<file path="src/rtl/async_evt_pkg.sv">
// Shared types and constants for the asynchronous input event arbiter.
package async_evt_pkg;

  typedef enum logic {INIT, RUN}  top_state_t;
  typedef enum logic {IDLE, HOLD} arb_state_t;

  localparam int unsigned SYNC_STAGES = 2;
  localparam int unsigned INIT_CYCLES = 3;
  localparam int unsigned TS_W        = 32;

  function automatic int unsigned clog2_min1(input int unsigned n);
    return (n > 1) ? $clog2(n) : 1;
  endfunction

endpackage

</file>
<file path="src/rtl/input_synchroniser.sv">
// Per-line two-flop synchroniser for asynchronous pin inputs; no reset on the sync flops.
module input_synchroniser
  import async_evt_pkg::*;
#(
  parameter int unsigned WIDTH = 1
) (
  input  logic             i_clk,
  input  logic [WIDTH-1:0] i_d,
  output logic [WIDTH-1:0] o_q
);

  for (genvar g = 0; g < WIDTH; g++) begin : g_line
    (* ASYNC_REG = "TRUE" *) logic [SYNC_STAGES-1:0] r_sh;

    always_ff @(posedge i_clk) begin
      r_sh <= {r_sh[SYNC_STAGES-2:0], i_d[g]};
    end

    assign o_q[g] = r_sh[SYNC_STAGES-1];
  end

endmodule

</file>
<file path="src/rtl/async_input_event_arbiter.sv">
// Synchronise, debounce and round-robin report asynchronous status lines on one event stream.
// Optional ASYNC_EVT_TIMESTAMP_EN adds a 32-bit commit timestamp to each event.
module async_input_event_arbiter
  import async_evt_pkg::*;
#(
  parameter  int unsigned NUM_INPUTS     = 8,
  parameter  int unsigned DEBOUNCE_COUNT = 1000,
  localparam int unsigned IDX_W          = clog2_min1(NUM_INPUTS),
`ifdef ASYNC_EVT_TIMESTAMP_EN
  localparam int unsigned DATA_W         = IDX_W + 1 + TS_W
`else
  localparam int unsigned DATA_W         = IDX_W + 1
`endif
) (
  input  logic                  aclk,
  input  logic                  aresetn,
  input  logic [NUM_INPUTS-1:0] din,
  output logic [NUM_INPUTS-1:0] level_out,
  output logic                  ev_tvalid,
  input  logic                  ev_tready,
  output logic [DATA_W-1:0]     ev_tdata,
  output logic [NUM_INPUTS-1:0] overflow,
  input  logic                  ovf_clear
);

  localparam int unsigned CNT_W = clog2_min1(DEBOUNCE_COUNT);

  top_state_t              r_top;
  arb_state_t              r_arb;
  logic [1:0]              r_init_cnt;
  logic [NUM_INPUTS-1:0]   r_level;
  logic [NUM_INPUTS-1:0]   r_pend;
  logic [NUM_INPUTS-1:0]   r_ovf;
  logic [CNT_W-1:0]        r_cnt [NUM_INPUTS];
  logic [IDX_W-1:0]        r_ptr;
  logic                    r_tvalid;
  logic [DATA_W-1:0]       r_tdata;

  logic [NUM_INPUTS-1:0]   w_sync;
  logic [NUM_INPUTS-1:0]   w_diff;
  logic [NUM_INPUTS-1:0]   w_commit;
  logic [NUM_INPUTS-1:0]   w_gnt_mask;
  logic [IDX_W:0]          w_sum;
  logic [IDX_W-1:0]        w_cand;
  logic [IDX_W-1:0]        w_gnt_idx;
  logic [IDX_W-1:0]        w_ptr_next;
  logic                    w_found;
  logic                    w_grant_en;
  logic [DATA_W-1:0]       w_beat;

  input_synchroniser #(.WIDTH(NUM_INPUTS)) u_sync (
    .i_clk (aclk),
    .i_d   (din),
    .o_q   (w_sync)
  );

  assign level_out = r_level;
  assign ev_tvalid = r_tvalid;
  assign ev_tdata  = r_tdata;
  assign overflow  = r_ovf;

  always_comb begin
    w_diff   = w_sync ^ r_level;
    w_commit = '0;
    for (int unsigned i = 0; i < NUM_INPUTS; i++) begin
      w_commit[i] = (r_top == RUN) && w_diff[i] && (r_cnt[i] == CNT_W'(DEBOUNCE_COUNT - 1));
    end
  end

  // Round-robin search: first pending line at or after the pointer, wrapping modulo NUM_INPUTS.
  always_comb begin
    w_found   = 1'b0;
    w_gnt_idx = '0;
    w_sum     = '0;
    w_cand    = '0;
    for (int unsigned k = 0; k < NUM_INPUTS; k++) begin
      w_sum = {1'b0, r_ptr} + (IDX_W+1)'(k);
      if (w_sum >= (IDX_W+1)'(NUM_INPUTS)) begin
        w_sum = w_sum - (IDX_W+1)'(NUM_INPUTS);
      end
      w_cand = w_sum[IDX_W-1:0];
      if (!w_found && r_pend[w_cand]) begin
        w_found   = 1'b1;
        w_gnt_idx = w_cand;
      end
    end
  end

  assign w_grant_en = w_found && ((r_arb == IDLE) || (r_tvalid && ev_tready));
  assign w_gnt_mask = w_grant_en ? (NUM_INPUTS'(1) << w_gnt_idx) : '0;
  assign w_ptr_next = (w_gnt_idx == IDX_W'(NUM_INPUTS - 1)) ? '0 : w_gnt_idx + 1'b1;

`ifdef ASYNC_EVT_TIMESTAMP_EN
  logic [TS_W-1:0] r_ts_cnt;
  logic [TS_W-1:0] r_ts [NUM_INPUTS];

  always_ff @(posedge aclk or negedge aresetn) begin
    if (!aresetn) begin
      r_ts_cnt <= '0;
      for (int unsigned i = 0; i < NUM_INPUTS; i++) r_ts[i] <= '0;
    end else begin
      r_ts_cnt <= r_ts_cnt + 1'b1;
      for (int unsigned i = 0; i < NUM_INPUTS; i++) begin
        if (w_commit[i]) r_ts[i] <= r_ts_cnt;
      end
    end
  end

  assign w_beat = {r_ts[w_gnt_idx], r_level[w_gnt_idx], w_gnt_idx};
`else
  assign w_beat = {r_level[w_gnt_idx], w_gnt_idx};
`endif

  always_ff @(posedge aclk or negedge aresetn) begin
    if (!aresetn) begin
      r_top      <= INIT;
      r_init_cnt <= '0;
      r_level    <= '0;
    end else if (r_top == INIT) begin
      if (r_init_cnt == 2'(INIT_CYCLES - 1)) begin
        r_level <= w_sync;
        r_top   <= RUN;
      end else begin
        r_init_cnt <= r_init_cnt + 1'b1;
      end
    end else begin
      r_level <= (r_level & ~w_commit) | (w_sync & w_commit);
    end
  end

  always_ff @(posedge aclk or negedge aresetn) begin
    if (!aresetn) begin
      for (int unsigned i = 0; i < NUM_INPUTS; i++) r_cnt[i] <= '0;
    end else if (r_top == RUN) begin
      for (int unsigned i = 0; i < NUM_INPUTS; i++) begin
        if (!w_diff[i] || w_commit[i]) r_cnt[i] <= '0;
        else                           r_cnt[i] <= r_cnt[i] + 1'b1;
      end
    end
  end

  // A commit on the line being granted re-arms pending without counting as overflow.
  always_ff @(posedge aclk or negedge aresetn) begin
    if (!aresetn) begin
      r_pend <= '0;
      r_ovf  <= '0;
    end else begin
      r_pend <= (r_pend & ~w_gnt_mask) | w_commit;
      r_ovf  <= (ovf_clear ? '0 : r_ovf) | (w_commit & r_pend & ~w_gnt_mask);
    end
  end

  always_ff @(posedge aclk or negedge aresetn) begin
    if (!aresetn) begin
      r_arb    <= IDLE;
      r_tvalid <= 1'b0;
      r_tdata  <= '0;
      r_ptr    <= '0;
    end else if (w_grant_en) begin
      r_tdata  <= w_beat;
      r_tvalid <= 1'b1;
      r_ptr    <= w_ptr_next;
      r_arb    <= HOLD;
    end else if ((r_arb == HOLD) && ev_tready) begin
      r_tvalid <= 1'b0;
      r_arb    <= IDLE;
    end
  end

endmodule

</file>
<file path="config.mk">
export PLATFORM = sky130hd
export DESIGN_NAME = async_input_event_arbiter
export DESIGN_NICKNAME = d
export VERILOG_FILES = /design/src/rtl/async_evt_pkg.sv /design/src/rtl/input_synchroniser.sv /design/src/rtl/async_input_event_arbiter.sv
export SDC_FILE = /design/constraint.sdc
export NUM_CORES = 1
export LEC_CHECK = 0
export BUFFER_PORTS_ARGS = -buffer_cell sky130_fd_sc_hd__buf_2
export CAP_MARGIN = 20
export CORE_UTILIZATION = 40
export CTS_CLUSTER_SIZE = 28
export DETAILED_ROUTE_END_ITERATION = 6
export GPL_ROUTABILITY_DRIVEN = 1
export PLACE_DENSITY = 0.6
export SYNTH_ARGS = -nofsm -noshare
export SYNTH_HDL_FRONTEND = slang
export SYNTH_SLANG_ARGS = --single-unit
</file>
<file path="constraint.sdc">
create_clock -name aclk -period 9.5 [get_ports aclk]
set_input_delay 0.475 -clock aclk [delete_from_list [all_inputs] [get_ports aclk]]
set_output_delay 0.475 -clock aclk [all_outputs]
set_load 0.02 [all_outputs]
</file>
# Yosys cells after proc, flatten, opt, wreduce, memory -nomap -nowiden
# Cells that the tools add are included.
totals:
  reg_bits: 131
  latch_bits: 0
  ram_bits: 0
  romBits: 0
  in_bits: 12
  out_inout_bits: 21
  wordCells: 202
  mem_count: 0
classes:
  addsub: 25
  n_mul: 0
  div_mod_pow: 0
  n_lt_le_gt_ge: 17
  eq_ne: 10
  shift: 1
  muxes: 59
  bitwise: 14
  reduce_logical: 52
op_table:
  columns: ["cell", "count"]
  rows:
  - ["$add 10x1->10 const B", 8]
  - ["$eq 10x10->1 const B", 8]
  - ["$mux 10", 8]
  - ["$mux 3", 17]
  - ["$and 8x8->8", 5]
  - ["$lt 3x4->1 const B", 9]
  - ["$mux 8", 4]
  - ["$ge 4x4->1 const B", 7]
  - ["$bmux 1 s3", 9]
  - ["$logic_and 1x1->1", 25]
  - ["$or 8x8->8", 3]
  - ["$sub 3x1->3 const B", 8]
  - ["$mux 1", 21]
  - ["$add 3x3->4 const B", 4]
  - ["$not 8->8", 2]
  - ["$logic_not 1->1", 15]
  - ["$logic_or 1x1->1", 9]
  - ["$add 3x2->4 const B", 2]
  - ["$shl 1x3->8 const A", 1]
  - ["$xor 8x8->8", 1]
  - ["$add 3x1->4 const B", 1]
  - ["$ge 3x4->1 const B", 1]
  - ["$reduce_bool 2->1", 2]
  - ["$add 3x1->3 const B", 1]
  - ["other kinds (5)", 7]

# Longest topological paths before layout
# Gate-level depths: netlist (run 1).
depth:
  depth_word: 31
  ltp_mapped: 17
  mapped_depth_nobuf: 14

# Cells and area by module
# Synthesis (run 1) repeated with hierarchy kept, for this count alone.
hier_totals:
  hier_cells: 707
  hier_area_um2: 6962.9
modules_own_cells:
  columns: ["mod", "n_inst", "cells_each", "area_per_inst_um2"]
  rows:
  - ["async_input_event_arbiter", 1, 683, 6582.6]
  - ["input_synchroniser", 1, 24, 380.4]

# Least setup slack after synthesis (run 1)
# No wires, ideal clock.
synth_path:
  path_type: "register -> register"
  start: "register r_ptr[1]"
  end: "register r_ptr[0]"
  setup_ps: 77
  t_arrival_ps: 3596
  required_time_ps: 9423
  setup_slack_ps: 5827
  stages_incl_launch_ff: 15
  synth_period_minus_slack_ps: 3673
  path_cell_list: "dfrtp_1 buf_2 inv_1 ha_1 mux4_2 a21oi_1 a32o_1 and3_1 o211ai_1 a21oi_2 inv_1 ha_1 ha_1 or3_1 o21ai_1"
synth_between:
  elab_chain_len: 28
synth_lines:
  columns: ["item", "line", "source"]
  rows:
  - ["start, declared", "async_input_event_arbiter.sv:35", "logic [IDX_W-1:0] r_ptr;"]
  - ["start signal, assigned", "async_input_event_arbiter.sv:162", "r_ptr <= w_ptr_next;"]
  - ["parallel branches: the longest is 28 deep, another holds $add 3x1->4", null, null]
# Several ways; the timed one is not identified. The select of a mux whose other input is x is not followed.
# A chain may end at the register's enable or synchronous reset.

# Worst setup path in the final report (run 1)
layout_path:
  start: "register r_ptr[0]"
  end: "register r_ptr[0]"
# The elaborated chain is that of the path after synthesis.

==> parameters.txt, run 1 <==
Parameter                              Value

Yosys
  Most numerous cell in the Yosys netlist ... sky130_fd_sc_hd__dfrtp_1
  Summed instance area of the synthesized netlist ... 6879 µm²
  Most common flop cell mapped by yosys ... sky130_fd_sc_hd__dfrtp_1
  Share of flip-flops with an asynchronous set or reset ... 0.8779
  Number of flops mapped to enable cells by yosys ... 0
  Average size of a mapped cell ... 9.912 µm²
  Number of nets produced by synthesis ... a little over 700
  Post-synth top cells ... sky130_fd_sc_hd__dfrtp_1 (115), sky130_fd_sc_hd__nor2_1 (89), sky130_fd_sc_hd__nand2_1 (78)
  Library cell occupying the most area in the post-synthesis netlist ... sky130_fd_sc_hd__dfrtp_1
  Area share of the largest cell type after synthesis ... 0.4183
  YS warnings ... 0
  Total of flip-flops plus latches after synthesis ... between 100 and 150
  Synth unique cells ... a little over 60
  Register area share after synthesis ... 0.4649
  Cell count after synthesis ... 694
  Leading cell types by total area after synthesis ... sky130_fd_sc_hd__dfrtp_1 (42%), sky130_fd_sc_hd__mux4_2 (5.2%), sky130_fd_sc_hd__nor2_1 (4.9%)

Finish
  Area of combinational cells with multiple inputs ... approximately 3400 µm²
  Number of diodes added for antenna fixing ... 0
  Filler cells ... around 1.6k
  Reg area ... between 3000 and 4000 µm²
  Area growth from synthesis to layout ... 13.48%
  Final cell utilization of the core ... 0.4674
  Fraction of layout instances using a drive strength above 1 ... 0.1678
  Number of nets in the finished design ... approximately 750

Timing
  Setup violation total in the final timing report ... 0
  Worst-Margin Slew ... 0.9697 ns
  Headroom to the max-slew limit ... 0.3535
  Min Tclk post-route ... about 4.7 ns
  Final critical-path share of the clock period ... 0.4916
  Number of max-slew violations in the final report ... 0
  Final Hold Vio Count ... 0
  Unrepaired setup endpoints after global routing ... no
  Highest attainable clock frequency ... around 210 MHz
  Final worst clock skew ... 0.007771 ns
  Sum of negative setup slack ... 0 ns

Route
  Total Routed Length ... roughly 14 mm
  Number of optimization iterations in the first detailed-route pass ... 5
  Residual antenna-violating net count after detailed routing ... 0
  First-iteration detailed-routing DRC count ... between 300 and 400
  Via-per-instance ratio ... 5.382
  Total vias in the final route ... between 5k and 6k
  Routed length per placed instance ... 15.10 µm
  DRC ... 0

Clocking
  Clock transition at the registers of the reported paths ... around 0.060 ns
  Postcts setup bufs ... 0
  Resized cells post-CTS ... 0
  Insertion delay of the later-clocked pin in the worst-skew pair ... 0.41 ns
  Largest buffer count on any clock path ... 2
  CTS Hold Bufs ... 0
  Clock tree from TritonCTS ... done
  Clock Root Buffer ... sky130_fd_sc_hd__clkbuf_16
  Clock buffers created by TritonCTS ... 17
  Number of H-tree branching levels ... 4
  Clock Sinks ... 131

Setup path
  Critical path peak fanout ... 15
  Critical path, cell by cell ... inv_1, ha_1, mux4_2, a21oi_1, a32o_1, and3_1, o211ai_1, a21oi_2, inv_1, ha_1, ha_1, or3_1, o21ai_1
  Family with the most delay on the worst path ... adder cells
  Critical path buffers and inverters ... 2
  Arrival time reported for the critical path endpoint ... 5.00 ns
  Data required time at the worst endpoint ... roughly 9.8 ns
  Cell depth of the worst flop-to-flop path ... 13
  Max stage delay on crit path ... ~0.78 ns
  Sort of element at the end of the critical path ... register
  CP max stage cell ... sky130_fd_sc_hd__dfrtp_1
  Stages on worst setup path ... 13
  Reg2reg setup slack ... between 4 and 5 ns
  Sort of element at the start of the critical path ... register
  Category of the most critical setup path ... register to register
  Reg2reg end ... r_ptr[0]
  Startpoint of the most critical setup path ... r_ptr[0]
  Critical path's most frequent cell ... sky130_fd_sc_hd__ha_1
  Launch point of the worst reg-to-reg path ... r_ptr[0]

Power and ir drop
  Cell leakage power ... 3.368 nW
  Max VDD drop ... 148.4 µV
  P per Cell Area ... roughly 280 nW/µm²

Global route
  Largest net degree at the start of global routing ... 78
  Wire length of the first global-routing pass ... roughly 25 mm
  Number of global-route vias before repair ... 5,129
  Total congestion overflow ... 0
  Number of antenna violations at the first check in global routing ... 0
  Total Routing Usage GR ... 0.1749

Placement
  HPWL after detailed placement ... roughly 10 mm
  RD Place Congestion ... ~0.89
  Count of input and output buffers ... 32

Run
  Max_cap viols ... 0

Die
  Total die area ... ~18,000 µm²
  Boundary pin count ... 33
  Die Span Y ... 133.1 µm
  Initial core utilization ... 0.4119
  Floorplan Core Area ... 16,700 µm²
  Horiz. Die Dim ... between 100 and 150 µm
  Rows ... between 40 and 50

Hold path
  Class of the tightest hold or removal check ... input port to asynchronous set/reset pin

Outcome
  Result of the run ... completed
routing by layer:
metal	share of wire	GRT usage	vias to the layer above
li1	-	-	2500
met1	0.45	0.2215	2553
met2	0.49	0.2906	91
met3	0.039	0.04452	17
met4	0.015	0.06061	0
met5	0	0	-
worst reg2reg max path, delay by kind of cell (launching register included):
| kind | cells | cell delay [ns] |
|---|---|---|
| multiplexers | 1 | 0.64 |
| buffers and inverters | 2 | 0.35 |
| AO/OA/AOI/OAI | 5 | 1.08 |
| adder cells (fa/ha/maj) | 3 | 1.15 |
| flip-flops | 1 | 0.78 |
| AND/OR/NAND/NOR | 2 | 0.59 |
how the worst max path moves through the flow:
stage / slack (ns) / end
floorplan: 5.83 / r_ptr[0]
global placement: 4.94 / r_ptr[0]
detailed placement: 4.82 / r_ptr[0]
CTS: 4.80 / r_ptr[0]
global route: 4.41 / r_ptr[0]
finish: 4.83 / r_ptr[0]
power by group:
part	internal, mW	switching (mW)
Clock	0.393	0.241
Combinational	0.358	0.492
Sequential	0.611	0.0940
state kept, by name, summed over array words and instances (netlist names), named ones only:
| register | flops |
|---|---|
| ev_tvalid | 1 |
| r_init_cnt | 2 |
| ev_tdata | 4 |
| r_top | 1 |
| overflow | 8 |
| u_sync.g_line.r_sh | 16 |
| r_cnt | 80 |
| r_ptr | 3 |
| r_pend | 8 |
cells by family (layout without fill, tap and decap cells):
family / count (synthesis) / after routing / synth area share
AOI/OAI and AO/OA: 98 / 98 / 0.1008
xor gates and xnor gates: 56 / 56 / 0.07130
adders and majority gates: 13 / 13 / 0.02365
buffers and inverters: 56 / 101 / 0.03474
DFF: 131 / 131 / 0.4649
muxes: 48 / 48 / 0.1033
and+or+nand+nor: 292 / 292 / 0.2013
per-stage QoR:
step	total power, mW	hold slack, ns	setup slack, ns	instance area, µm²	instances
global placement	1.547	0.3117	4.943	7226	927
floorplan	1.384	0.1794	5.827	6879	694
global route	2.321	0.07505	4.406	7806	959
detailed placement	1.558	0.3143	4.817	7226	927
finish	2.189	0.03921	4.830	7806	959
CTS	2.200	0.03750	4.796	7806	959
area by class of cell:
class,count,share of cell area
clock inverters,12,0.01715
well taps,220,0.03526
inverters,35,0.01683
clock buffers,20,0.05722
flip-flops and latches,131,0.4098
repair buffers,34,0.02276
multi-input cells,507,0.4409
placed cells by master, fill, tap and decap left out, drive strengths merged, types with 4 or more instances in the layout:
master    count
clkbuf       20
o31ai        12
a21oi         5
nor3          5
inv          34
nand2        79
mux2i        11
clkinv        6
o22ai        17
xnor2        30
nor2b         4
mux4         16
xor2         26
nor2         89
buf          34
and3         11
o21ai        30
o21a          6
nand2b        9
dfrtp       115
dfxtp        16
or2           6
nand3        49
nand4        18
ha           13
a21bo         7
clkinvlp      5
a211oi        6
and2          8
mux2         21
(Power assumes the default switching activity.)
==> inputs of run 2 (changes only) <==
Settings changed: PLACE_DENSITY 0.6 to 0.62.
Clock period 9.5 ns to 3.9 ns, I/O delays scaled along.
==> parameters.txt, run 2 (synthesized netlist as in run 1, its figures left out) <==
Parameter                              Value

Outcome
  Result of the run ... completed

Power and ir drop
  Sw Ratio ... 0.3655 (-0.01218)
  Pint ... 3.684 mW (+170%)
  Max VDD drop ... 607.2 µV (+310%)
  Total chip power ... 5.806 mW (+170%)
  Cell leakage power ... 3.511 nW (+4.3%)
  Power spent charging and discharging nets ... 2.122 mW (+160%)
  Part of the power in combinational logic ... 0.392 (+0.004)
  Part of the total power dissipated in sequential elements ... 0.287 (-0.035)
  P per Cell Area ... 719.2 nW/µm² (+160%)
  Share of total power in the clock network ... 0.321 (+0.031)

Timing
  Final Hold Vio Count ... 0 (unchanged)
  Min Tclk post-route ... 3.674 ns (-0.9961 ns)
  Highest attainable clock frequency ... 272.2 MHz (+27%)
  PnR worst setup slack ... 0.2257 ns (-4.604 ns)
  Worst-Margin Slew ... 0.7645 ns (-0.2052 ns)
  Unrepaired setup endpoints after global routing ... no
  Final worst clock skew ... 0.01036 ns (+0.002591 ns)
  Sum of negative setup slack ... 0 ns (unchanged)
  Headroom to the max-slew limit ... 0.4893 (+0.1357)
  Setup violation total in the final timing report ... 0 (unchanged)
  Final critical-path share of the clock period ... 0.9421 (+0.4505)
  Number of max-slew violations in the final report ... 0 (unchanged)

Die
  Total die area ... 17,730 µm² (unchanged)
  Horiz. Die Dim ... 133.1 µm (unchanged)
  Die Span Y ... 133.1 µm (unchanged)
  Boundary pin count ... 33 (unchanged)
  Rows ... 47 (unchanged)
  Floorplan Core Area ... 16,700 µm² (unchanged)
  Initial core utilization ... 0.4119 (unchanged)

Clocking
  Largest buffer count on any clock path ... 2 (unchanged)
  Clock Root Buffer ... sky130_fd_sc_hd__clkbuf_16
  Insertion delay of the later-clocked pin in the worst-skew pair ... 0.43 ns (+0.02 ns)
  Clock Sinks ... 131 (unchanged)
  Number of H-tree branching levels ... 4 (unchanged)
  Clock tree from TritonCTS ... done
  Clock buffers created by TritonCTS ... 17 (unchanged)
  Clock transition at the registers of the reported paths ... 0.06 ns (about the same)

Placement
  HPWL after detailed placement ... 10.68 mm (+2.6%)
  Count of input and output buffers ... 32 (unchanged)
  RD Place Congestion ... 0.9125 (+2.1%)
  Number of cells in the design after placement ... 935 (+0.86%)
  DP Worst Slack ... 0.2116 ns (-4.605 ns)

Global route
  Largest net degree at the start of global routing ... 49 (-37%)
  Number of global-route vias before repair ... 5,191 (+1.2%)
  Total congestion overflow ... 0 (unchanged)
  Total Routing Usage GR ... 0.1845 (+0.009585)
  Number of antenna violations at the first check in global routing ... 0 (unchanged)
  Wire length of the first global-routing pass ... 25.72 mm (+4.3%)

Route
  Routed length per placed instance ... 15.78 µm (+4.5%)
  Total Routed Length ... 15.42 mm (+6.5%)
  Residual antenna-violating net count after detailed routing ... 0 (unchanged)
  Number of optimization iterations in the first detailed-route pass ... 5 (unchanged)
  DRC ... 0 (unchanged)
  Via-per-instance ratio ... 5.436 (+1.0%)
  First-iteration detailed-routing DRC count ... 291 (-13%)
  Total vias in the final route ... 5,311 (+2.9%)

Finish
  Number of diodes added for antenna fixing ... 0 (unchanged)
  Largest regs ... r_cnt: 80 flops, u_sync.g_line.r_sh: 16 flops
  Number of nets in the finished design ... 769 (+2.4%)
  Most frequent standard cell in the layout excluding fill and tap cells ... sky130_fd_sc_hd__dfrtp_1
  Highest-count cells in the layout ignoring fill and taps ... sky130_fd_sc_hd__dfrtp_1 (114), sky130_fd_sc_hd__nor2_1 (89), sky130_fd_sc_hd__nand2_1 (78)
  Largest register by flop count ... r_cnt
  Final cell utilization of the core ... 0.4834 (+0.01596)
  Fraction of layout instances using a drive strength above 1 ... 0.1797 (+0.01186)
  Final cell count without fillers ... 977 (+1.9%)
  Flip-flop count of the largest register after layout ... 80 (unchanged)
  Area growth from synthesis to layout ... 17.35%

Setup path
  CP max stage cell ... sky130_fd_sc_hd__mux4_2
  Family with the most delay on the worst path ... compound AO/OA/AOI/OAI gates
  Reg2reg setup slack ... 0.23 ns (-4.60 ns)
  Max stage delay on crit path ... 0.58 ns (-0.20 ns)
  Critical path peak fanout ... 7 (-8)
  Sort of element at the start of the critical path ... register
  Sort of element at the end of the critical path ... register
  Category of the most critical setup path ... register to register
  Critical path, cell by cell ... inv_1, ha_2, mux4_2, a21oi_1, a32o_1, and3_1, o211ai_1, a21oi_2, inv_1, ha_1, ha_1, or3_1, o21ai_1
  Data required time at the worst endpoint ... 4.24 ns (-5.59 ns)
  Arrival time reported for the critical path endpoint ... 4.02 ns (-0.98 ns)
  Critical path buffers and inverters ... 2 (unchanged)

Run
  Max_cap viols ... 0 (unchanged)

Hold path
  Class of the tightest hold or removal check ... input port to register
[run 2: cell types whose count changed in the layout (fill, tap and decap cells not counted)]
cell                            change
sky130_fd_sc_hd__buf_4              +9
sky130_fd_sc_hd__clkinv_4           -1
sky130_fd_sc_hd__ha_2               +1
sky130_fd_sc_hd__inv_6              +3
sky130_fd_sc_hd__clkinv_2           -1
sky130_fd_sc_hd__bufinv_16          +4
sky130_fd_sc_hd__clkbuf_1           -2
sky130_fd_sc_hd__clkinvlp_4         -4
sky130_fd_sc_hd__ha_1               -1
sky130_fd_sc_hd__dlygate4sd3_1      +9
sky130_fd_sc_hd__inv_8              +1
[run 2: area by class of cell]
| class | instances | area [µm²] |
|---|---|---|
| clock buffers | 18 | 439.2 |
| clock inverters | 14 | 247.7 |
| fillers | 1536 | 8628 |
| inverters | 35 | 131.4 |
| multi-input cells | 507 | 3445 |
| flip-flops and latches | 131 | 3199 |
| well taps | 220 | 275.3 |
| repair buffers | 52 | 335.3 |
[run 2: power groups by stage]
stage / sequential (mW) / combinational (mW) / clock [mW]
after floorplan: 1.65 / 1.72 / 0
after global placement: 1.68 / 2.17 / 0
after detailed placement: 1.69 / 2.19 / 0
after CTS: 1.66 / 2.21 / 1.90
after global routing: 1.68 / 2.50 / 1.96
final: 1.67 / 2.28 / 1.86
[run 2: worst paths after layout]
path                                          startpoint                        to  cells after the start
worst min-delay path                           ovf_clear               overflow[4]                      2
min in group asynchronous                        aresetn                 r_cnt[50]                      2
max in group asynchronous                        aresetn                 ev_tvalid                      3
worst max-delay path                            r_ptr[0]                  r_ptr[0]                     13
worst min register to register  u_sync.g_line[3].r_sh[0]  u_sync.g_line[3].r_sh[1]                      0
worst max register to register                  r_ptr[0]                  r_ptr[0]                     13
[run 2: repair_timing]
item / in CTS / in global routing
endpoints found under the setup margin: 0 / 1
gates resized for setup: 0 / 1
hold buffers: 9 / 0
hold endpoints to repair: 54 / 0
buffers inserted: 0 / 1
[run 2: layer usage]
layer,up-vias,part of all wire,global-route usage,wire [µm]
li1,2531,-,-,-
met1,2627,0.45,0.2374,6926
met2,126,0.48,0.2981,7457
met3,27,0.046,0.04300,715
met4,0,0.021,0.07955,318
met5,-,0,0,0
[run 2: through the flow]
| step | hold slack, ns | area [µm²] |
|---|---|---|
| 2_1_floorplan | -0.1006 | 6879 |
| 3_3_place_gp | 0.2560 | 7286 |
| 3_5_place_dp | 0.2545 | 7286 |
| 4_1_cts | 0.1555 | 8063 |
| 5_1_grt | 0.1737 | 8073 |
| 6_report | 0.1657 | 8073 |
==> inputs of run 3 (changes only) <==
Settings changed: CORE_ASPECT_RATIO set to 1.4.
==> parameters.txt, run 3 (synthesized netlist as in run 1, its figures left out) <==
Parameter                              Value

Outcome
  Result of the run ... completed

Route
  Total Routed Length ... 15.05 mm (-2.4%)
  Number of optimization iterations in the first detailed-route pass ... 5 (unchanged)
  Residual antenna-violating net count after detailed routing ... 0 (unchanged)
  Routed wire length on met2 ... 7.690 mm (+3.1%)
  Met1 WL ... 6.490 mm (-6.3%)
  Routed length per placed instance ... 15.68 µm (-0.65%)
  Highest metal layer used by the detailed router ... met4
  Met3 Routed Length ... 505 µm (-29%)
  First-iteration detailed-routing DRC count ... 403 (+38%)
  DRC ... 0 (unchanged)
  Via-per-instance ratio ... 5.527 (+1.7%)
  Total vias in the final route ... 5,306 (-0.094%)

Timing
  Setup violation total in the final timing report ... 0 (unchanged)
  Worst-Margin Slew ... 0.8642 ns (+0.09961 ns)
  Highest attainable clock frequency ... 274.4 MHz (+0.81%)
  Sum of negative setup slack ... 0 ns (unchanged)
  Final Hold Vio Count ... 0 (unchanged)
  Final critical-path share of the clock period ... 0.9345 (-0.007583)
  Min Tclk post-route ... 3.645 ns (-0.02957 ns)
  Final hold slack ... 0.1125 ns (-0.05312 ns)
  Unrepaired setup endpoints after global routing ... no
  Number of max-slew violations in the final report ... 0 (unchanged)
  Final worst clock skew ... 0.007132 ns (-0.003231 ns)
  PnR worst setup slack ... 0.2553 ns (+0.02957 ns)
  Headroom to the max-slew limit ... 0.4239 (-0.06536)

Clocking
  Clock tree from TritonCTS ... done
  Clock buffers created by TritonCTS ... 17 (unchanged)
  Largest buffer count on any clock path ... 2 (unchanged)
  Number of H-tree branching levels ... 4 (unchanged)
  Clock Sinks ... 131 (unchanged)
  Insertion delay of the later-clocked pin in the worst-skew pair ... 0.41 ns (-0.02 ns)
  Clock Root Buffer ... sky130_fd_sc_hd__clkbuf_16
  Clock transition at the registers of the reported paths ... 0.06 ns (about the same)

Global route
  Number of antenna violations at the first check in global routing ... 0 (unchanged)
  Number of global-route vias before repair ... 5,224 (+0.64%)
  Total Routing Usage GR ... 0.1794 (-0.005026)
  Largest net degree at the start of global routing ... 69 (+41%)
  Total congestion overflow ... 0 (unchanged)
  Wire length of the first global-routing pass ... 24.97 mm (-2.9%)

Setup path
  Data required time at the worst endpoint ... 4.24 ns (about the same)
  Max stage delay on crit path ... 0.58 ns (about the same)
  Category of the most critical setup path ... register to register
  Critical path peak fanout ... 6 (-1)
  Arrival time reported for the critical path endpoint ... 3.98 ns (-0.04 ns)
  Critical path, cell by cell ... inv_1, ha_2, mux4_2, a21oi_1, a32o_1, and3_1, o211ai_1, a21oi_2, inv_1, ha_1, ha_1, or3_1, o21ai_1
  Sort of element at the start of the critical path ... register
  CP max stage cell ... sky130_fd_sc_hd__mux4_2
  Sort of element at the end of the critical path ... register

Finish
  Final cell utilization of the core ... 0.4720 (-0.01134)
  Number of diodes added for antenna fixing ... 0 (unchanged)
  Most frequent standard cell in the layout excluding fill and tap cells ... sky130_fd_sc_hd__dfrtp_1
  Fraction of layout instances using a drive strength above 1 ... 0.1797 (unchanged)
  Area growth from synthesis to layout ... 15.39%
  Final cell count without fillers ... 960 (-1.7%)
  Highest-count cells in the layout ignoring fill and taps ... sky130_fd_sc_hd__dfrtp_1 (114), sky130_fd_sc_hd__nor2_1 (89), sky130_fd_sc_hd__nand2_1 (78)
  Largest register by flop count ... r_cnt
  Final design area excluding fillers ... 7938 µm² (-1.7%)
  Largest regs ... r_cnt: 80 flops, u_sync.g_line.r_sh: 16 flops
  Number of nets in the finished design ... 770 (+0.13%)
  Flip-flop count of the largest register after layout ... 80 (unchanged)
  Filler cells ... 1,548 (+0.78%)

Hold path
  Class of the tightest hold or removal check ... input port to register

Placement
  Cell area reported after detailed placement ... 7264 µm² (-0.29%)
  DP Worst Slack ... 0.1898 ns (-0.02176 ns)
  HPWL after detailed placement ... 10.94 mm (+2.4%)
  Number of cells in the design after placement ... 918 (-1.8%)
  Count of input and output buffers ... 32 (unchanged)
  RD Place Congestion ... 0.9024 (-1.1%)

Power and ir drop
  Cell leakage power ... 3.449 nW (-1.8%)
  Total chip power ... 5.424 mW (-6.6%)
  Max VDD drop ... 290.2 µV (-52%)
  P per Cell Area ... 683.3 nW/µm² (-5.0%)

Die
  Floorplan Core Area ... 16,820 µm² (+0.69%)
  Total die area ... 17,730 µm² (about the same)
  Horiz. Die Dim ... 112.8 µm (-15%)
  Die Span Y ... 157.2 µm (+18%)
  Rows ... 56 (+19%)
  Initial core utilization ... 0.4091 (-0.002820)
  Boundary pin count ... 33 (unchanged)

Run
  Max_cap viols ... 0 (unchanged)
## run 3: cell types whose count changed in the layout (fill, tap and decap cells not counted), moves of 2 or more
cell                         before  now
sky130_fd_sc_hd__inv_6            3    1
sky130_fd_sc_hd__clkinv_2         1    5
sky130_fd_sc_hd__bufinv_16        6    2
sky130_fd_sc_hd__clkinvlp_4       1    5
## run 3: final timing paths
path                                          start                  endpoint  slack (ns)  cells past startpoint
min                                       ev_tready                 ev_tvalid        0.11                      3
max reg2reg                                r_ptr[0]                  r_ptr[0]        0.26                     13
max in group asynchronous                   aresetn                     r_top        2.57                      3
min in group asynchronous                   aresetn                 r_cnt[22]        0.44                      2
max                                        r_ptr[0]                  r_ptr[0]        0.26                     13
min reg2reg                u_sync.g_line[5].r_sh[0]  u_sync.g_line[5].r_sh[1]        0.33                      0
## run 3: metal layers
| metal | GRT usage | vias up |
|---|---|---|
| met5 | 0 | - |
| met4 | 0.08127 | 0 |
| met3 | 0.03966 | 29 |
| met2 | 0.3086 | 107 |
| met1 | 0.2144 | 2631 |
| li1 | - | 2539 |
## run 3: repair_timing
item | CTS | global route
endpoints found under the hold margin | 74 | 0
hold buffers | 9 | 0
resized for setup | 0 | 1
endpoints found under the setup margin | 0 | 1
buffers inserted | 0 | 2
## run 3: critical path, delay by kind of cell (launching register included)
family | cells | cell delay (ns)
buf+inv | 2 | 0.14
flops | 1 | 0.34
simple gates | 2 | 0.60
fa+ha+maj | 3 | 0.83
mux | 1 | 0.58
compound gates | 5 | 1.06
## run 3: area by class of cell
class / instances / area (µm²) / share of cell area
Clock inverter: 14 / 140.1 / 0.01765
Sequential cell: 131 / 3199 / 0.4031
Clock buffer: 17 / 425.4 / 0.05359
Multi-Input combinational cell: 507 / 3445 / 0.4340
Timing Repair Buffer: 53 / 342.8 / 0.04319
Tap cell: 203 / 254.0 / 0.03200
Inverter: 35 / 131.4 / 0.01655
## run 3: power by group
group / switching (mW) / internal (mW) / total, mW / leakage [nW]
logic: 1.26 / 0.976 / 2.23 / 1.51
clock network: 0.589 / 0.931 / 1.52 / 0.267
registers: 0.181 / 1.49 / 1.67 / 1.67
total: 2.03 / 3.40 / 5.42 / 3.45
